--- src/rtl/lieat_axi_rd_arbiter_pkg.sv ---
// rtl/lieat_axi_rd_arbiter_pkg.sv - shared widths and FSM encoding for the DRAM read-channel arbiter
package lieat_axi_rd_arbiter_pkg;

  localparam int XLEN = 32;
  localparam int LENW_DEF = 8;

  typedef enum logic [1:0] {
    ST_IDLE = 2'd0,
    ST_ADDR = 2'd1,
    ST_DATA = 2'd2
  } rd_state_e;

endpackage

--- src/rtl/lieat_rr_arb2.sv ---
// rtl/lieat_rr_arb2.sv - two-way round-robin grant with last-grant memory
module lieat_rr_arb2 (
  input  logic       clk,
  input  logic       rstn,
  input  logic [1:0] req_i,
  input  logic       upd_en_i,
  input  logic       upd_id_i,
  output logic [1:0] gnt_o,
  output logic       gnt_id_o
);

  logic rr_last_q;
  logic rr_last_d;

  // Reset value 1 lets port 0 win the very first contested round.
  always_ff @(posedge clk or negedge rstn) begin
    if (!rstn) begin
      rr_last_q <= 1'b1;
    end else begin
      rr_last_q <= rr_last_d;
    end
  end

  always_comb begin
    rr_last_d = rr_last_q;
    if (upd_en_i) begin
      rr_last_d = upd_id_i;
    end
  end

  always_comb begin
    gnt_id_o = req_i[1] & (~req_i[0] | ~rr_last_q);
    gnt_o    = {req_i[1] & gnt_id_o, req_i[0] & ~gnt_id_o};
  end

endmodule

--- src/rtl/lieat_axi_rd_arbiter.sv ---
// rtl/lieat_axi_rd_arbiter.sv - shares one AXI read channel between icache (port 0) and dcache (port 1)
module lieat_axi_rd_arbiter
  import lieat_axi_rd_arbiter_pkg::*;
#(
  parameter int AW   = XLEN,
  parameter int DW   = XLEN,
  parameter int LENW = LENW_DEF
) (
  input  logic            clk,
  input  logic            rstn,
  input  logic            s0_arvalid,
  output logic            s0_arready,
  input  logic [AW-1:0]   s0_araddr,
  input  logic [LENW-1:0] s0_arlen,
  output logic            s0_rvalid,
  input  logic            s0_rready,
  output logic [DW-1:0]   s0_rdata,
  output logic            s0_rlast,
  input  logic            s1_arvalid,
  output logic            s1_arready,
  input  logic [AW-1:0]   s1_araddr,
  input  logic [LENW-1:0] s1_arlen,
  output logic            s1_rvalid,
  input  logic            s1_rready,
  output logic [DW-1:0]   s1_rdata,
  output logic            s1_rlast,
  output logic            m_arvalid,
  input  logic            m_arready,
  output logic [AW-1:0]   m_araddr,
  output logic [LENW-1:0] m_arlen,
  input  logic            m_rvalid,
  output logic            m_rready,
  input  logic [DW-1:0]   m_rdata,
  input  logic            m_rlast,
  output logic            busy,
  output logic            len_err
);

  rd_state_e       state_q, state_d;
  logic            owner_q, owner_d;
  logic [AW-1:0]   araddr_q, araddr_d;
  logic [LENW-1:0] arlen_q, arlen_d;
  logic [LENW-1:0] beat_cnt_q, beat_cnt_d;
  logic            len_err_q, len_err_d;

  logic [1:0] req;
  logic [1:0] gnt;
  logic       gnt_id;
  logic       upd_en;
  logic       in_idle;
  logic       in_data;
  logic       r_hs;

  assign req     = {s1_arvalid, s0_arvalid};
  assign in_idle = (state_q == ST_IDLE);
  assign in_data = (state_q == ST_DATA);

  lieat_rr_arb2 u_rr_arb2 (
    .clk      (clk),
    .rstn     (rstn),
    .req_i    (req),
    .upd_en_i (upd_en),
    .upd_id_i (owner_q),
    .gnt_o    (gnt),
    .gnt_id_o (gnt_id)
  );

  assign s0_arready = in_idle & gnt[0];
  assign s1_arready = in_idle & gnt[1];

  assign m_arvalid = (state_q == ST_ADDR);
  assign m_araddr  = araddr_q;
  assign m_arlen   = arlen_q;
  assign busy      = ~in_idle;
  assign len_err   = len_err_q;

  // R channel is only connected to the owner while a burst is in flight.
  assign m_rready  = in_data & (owner_q ? s1_rready : s0_rready);
  assign r_hs      = m_rvalid & m_rready;

  assign s0_rvalid = in_data & ~owner_q & m_rvalid;
  assign s0_rlast  = in_data & ~owner_q & m_rlast;
  assign s0_rdata  = (in_data & ~owner_q) ? m_rdata : '0;
  assign s1_rvalid = in_data & owner_q & m_rvalid;
  assign s1_rlast  = in_data & owner_q & m_rlast;
  assign s1_rdata  = (in_data & owner_q) ? m_rdata : '0;

  always_comb begin
    state_d    = state_q;
    owner_d    = owner_q;
    araddr_d   = araddr_q;
    arlen_d    = arlen_q;
    beat_cnt_d = beat_cnt_q;
    len_err_d  = len_err_q;
    upd_en     = 1'b0;
    case (state_q)
      ST_IDLE: begin
        if (|req) begin
          owner_d    = gnt_id;
          araddr_d   = gnt_id ? s1_araddr : s0_araddr;
          arlen_d    = gnt_id ? s1_arlen : s0_arlen;
          beat_cnt_d = '0;
          state_d    = ST_ADDR;
        end
      end
      ST_ADDR: begin
        if (m_arready) begin
          state_d = ST_DATA;
        end
      end
      ST_DATA: begin
        if (r_hs) begin
          // Counter freezes at arlen so an overrunning slave cannot wrap it.
          if (beat_cnt_q != arlen_q) begin
            beat_cnt_d = beat_cnt_q + LENW'(1);
          end
          if (m_rlast) begin
            state_d = ST_IDLE;
            upd_en  = 1'b1;
            if (beat_cnt_q != arlen_q) begin
              len_err_d = 1'b1;
            end
          end else if (beat_cnt_q == arlen_q) begin
            len_err_d = 1'b1;
          end
        end
      end
      default: begin
        state_d = ST_IDLE;
      end
    endcase
  end

  always_ff @(posedge clk or negedge rstn) begin
    if (!rstn) begin
      state_q    <= ST_IDLE;
      owner_q    <= 1'b0;
      araddr_q   <= '0;
      arlen_q    <= '0;
      beat_cnt_q <= '0;
      len_err_q  <= 1'b0;
    end else begin
      state_q    <= state_d;
      owner_q    <= owner_d;
      araddr_q   <= araddr_d;
      arlen_q    <= arlen_d;
      beat_cnt_q <= beat_cnt_d;
      len_err_q  <= len_err_d;
    end
  end

endmodule
--- config.mk ---
export PLATFORM = sky130hd
export DESIGN_NAME = lieat_axi_rd_arbiter
export DESIGN_NICKNAME = d
export VERILOG_FILES = /design/src/rtl/lieat_axi_rd_arbiter_pkg.sv /design/src/rtl/lieat_rr_arb2.sv /design/src/rtl/lieat_axi_rd_arbiter.sv
export SDC_FILE = /design/constraint.sdc
export NUM_CORES = 1
export LEC_CHECK = 0
export ABC_AREA = 1
export BUFFER_PORTS_ARGS = -buffer_cell sky130_fd_sc_hd__buf_2
export CORE_MARGIN = 8
export CORE_UTILIZATION = 41
export CTS_CLUSTER_SIZE = 16
export DETAILED_ROUTE_END_ITERATION = 16
export PLACE_DENSITY = 0.81
export SYNTH_ARGS = -nofsm -noshare
export SYNTH_HDL_FRONTEND = slang
export SYNTH_SLANG_ARGS = --single-unit
--- constraint.sdc ---
create_clock -name clk -period 1.75 [get_ports clk]
set_input_delay 0.35 -clock clk [delete_from_list [all_inputs] [get_ports clk]]
set_output_delay 0.35 -clock clk [all_outputs]
set_load 0.05 [all_outputs]
==> impl_results.md <==
* Outcome: finished with violations
* Failing checks: negative setup slack
* Initial DRC count at 180
* Largest net degree at the start of global routing at 37
* Later-pin clock latency in the skew report at 0.31 ns
* Inserted Diodes at 0
* Layout cells sized above 1 at 0.504
* Commonest non-fill, non-tap cells in the layout: buf_2 (162), nand2_1 (87), buf_6 (54), nor2_1 (53), dfrtp_1 (52)
* Nets at 835
* CTS root buf: clkbuf_8
* P_int at 4.08 mW
* Post-Route WL at 14.4 mm
* Worst Max-Slew Pin Slew at 0.386 ns
* Syn Inst Count at 470
* FILL cells at 543
* Slew headroom at 0.742
* Number of CTS-inserted buffers at 5
* Setup tns final at -15.50 ns
* Synthesized net count at 592
* Worst slack, placed at 0.0690 ns
* Crit share post-route at 1.16
* Post-route ant nets at 0
* Placement Rows at 32
* Post-Layout Inst Area at 5680 sq um
* Max cap viols at 0
* Flop pwr share at 0.219
* Power per cell area at 1710 nW/um^2
* WL/cell at 17.7 microns
* Register Area at 1330 sq um
* Total Power at 9.69 mW
* Clk slew on worst S/H paths at 0.10 ns
* Net Sw Power at 5.61 mW
* Net Sw Frac at 0.579
* Detail Placement HPWL at 9.96 mm
* CTS tree: done
* Fin. Hold Viols at 0
* Final Slew Violations at 0
* Max Clk Rate at 494 MHz
* Hold Slack at 0.293 ns
* Cell Count, Final, Fillers Out at 815
* Cell variety after synth at 31
* DIE AREA at 10,900 sq um
* Die height at 104 microns
* HP Class: in2reg
* H-tree depth at 2
* Drt pass-1 iters at 5
* Die width at 104 microns
* Post-synthesis sequential area ratio at 0.416
* Vias in the first global route at 4,235
* Crit path time final at 2.02 ns
* Setup WS post-layout at -0.274 ns
* CP Data Required Time at 1.40 ns
* # DRC at 0
* Top Ports at 235
* Gr busiest metal: met2
* Area grow syn2layout at 78.2%
* Vias per cell at 5.05
* Yosys warns at 0
* Area of the multi-input gates at 1900 sq um
* Avg Cell Area, Syn at 6.78 sq um
* Placed cell area at 4780 sq um
* Placed cells at 797
* First-pass GRT wire length at 21.8 mm
* Placer Congestion at 0.894
* Remaining global-route overflow at 0
* CTS max path bufs at 2
* Starting Density at 0.417
* Max Clock Skew at 0.0147 ns
* Commonest non-fill, non-tap cell in the layout: buf_2
* Clk sinks at 53
* Synth Register Bits at 53
* Worst setup EP type: output pin
* Met2 Resource Use GR at 0.426
* RSZ-0062 raised after global routing: yes
* Setup-failing EPs final at 69
* Clock share of power at 0.071
* PortBufs at 234
* Antenna violations before repair at 0
* GR Util met3 at 0.0892
* Final Core Density at 0.743
* Total track usage at 0.242
* GR Util met1 at 0.263
* Logic pwr share at 0.710
* Peak VDD IR at 1.19 mV
* Worst-path fanout max at 12
* Critical path arrival at 1.67 ns
* Core area at 7650 sq um
* DR vias at 4,116
* Pleak at 2.90 nW
* Critical path class: reg2out
* Setup crit start kind: register
* Cell area after synthesis at 3190 sq um
## sequential cells by signal, indices dropped and copies added (netlist names)
register,flops
m_araddr,32
beat_cnt_q,8
m_arlen,8
state_q,2
len_err,1
owner_q,1
u_rr_arb2.rr_last_q,1
## power by group through the flow
stage,registers [mW],clock network [mW],logic [mW]
2_1_floorplan,3.71,0,2.85
3_3_place_gp,2.10,0,5.96
3_5_place_dp,2.11,0,6.06
4_1_cts,2.11,0.705,6.53
5_1_grt,2.19,0.748,7.28
6_report,2.12,0.688,6.88
## timing repair
item                                   CTS  global route
hold buffers                             1             0
resized for setup                      157            44
buffers inserted                         2             5
setup endpoints to repair               70            73
gates cloned                             1             2
endpoints found under the hold margin   12             0
pin swaps                                0             5
## path summary, 6_finish.rpt
| path | start | to | slack, ns | depth (start not counted) |
|---|---|---|---|---|
| max | state_q[0] | s1_rdata[22] | -0.27 | 7 |
| min | s1_araddr[15] | m_araddr[15] | 0.29 | 3 |
| max reg2reg | state_q[0] | beat_cnt_q[5] | 0.11 | 9 |
| min reg2reg | m_araddr[4] | m_araddr[4] | 0.50 | 2 |
| max in group asynchronous | rstn | m_araddr[27] | 0.62 | 3 |
| min in group asynchronous | rstn | beat_cnt_q[7] | 0.49 | 2 |
## final cells by class
type                            count  share of cell area
Clock buffer                        6              0.0128
Clock inverter                      1             0.00154
Inverter                           58              0.0392
Multi-Input combinational cell    335               0.334
Sequential cell                    53               0.234
Tap cell                          102              0.0225
Timing Repair Buffer              260               0.356
## per-layer routing
metal  routed length, microns  share of wire
met1                     5430           0.38
met5                        0              0
met4                      272          0.019
met2                     7310           0.51
met3                     1390          0.097
## Yosys cell counts
master	number	area share
o31ai_1	1	0.0024
nand2_2	1	0.0020
ha_1	1	0.0039
inv_1	50	0.059
nor3b_1	1	0.0024
nand2_1	91	0.11
buf_6	1	0.0035
o22ai_1	5	0.0098
nand3_2	2	0.0063
nor2_1	121	0.14
buf_2	10	0.016
nand3b_1	1	0.0024
dfrtp_1	52	0.41
buf_4	5	0.012
nand4_1	8	0.016
dfstp_2	1	0.0082
nand3_4	1	0.0055
o21bai_1	1	0.0024
nor2_2	5	0.0098
nor2_4	2	0.0071
xnor2_1	3	0.0082
inv_4	1	0.0020
or2_1	1	0.0020
a21oi_4	1	0.0051
clkbuf_1	8	0.0094
o21ai_1	50	0.078
nor3_1	1	0.0016
inv_2	7	0.0082
a21oi_1	4	0.0063
nand3_1	4	0.0063
o21ai_0	30	0.047
## critical path, stage by stage, from the launching register on
cell,delay (ns)
dfrtp_1,0.44
nor2_4,0.18
inv_4,0.06
nor2_4,0.11
inv_4,0.08
buf_12,0.16
nor2_4,0.15
buf_8,0.16
## kinds of logic after synthesis
kind of cell | synth area share
simple gates | 0.310
compound gates | 0.151
buf+inv | 0.110
flops | 0.416
xor+xnor | 0.00824
fa+ha+maj | 0.00392
(Power assumes the default switching activity.)
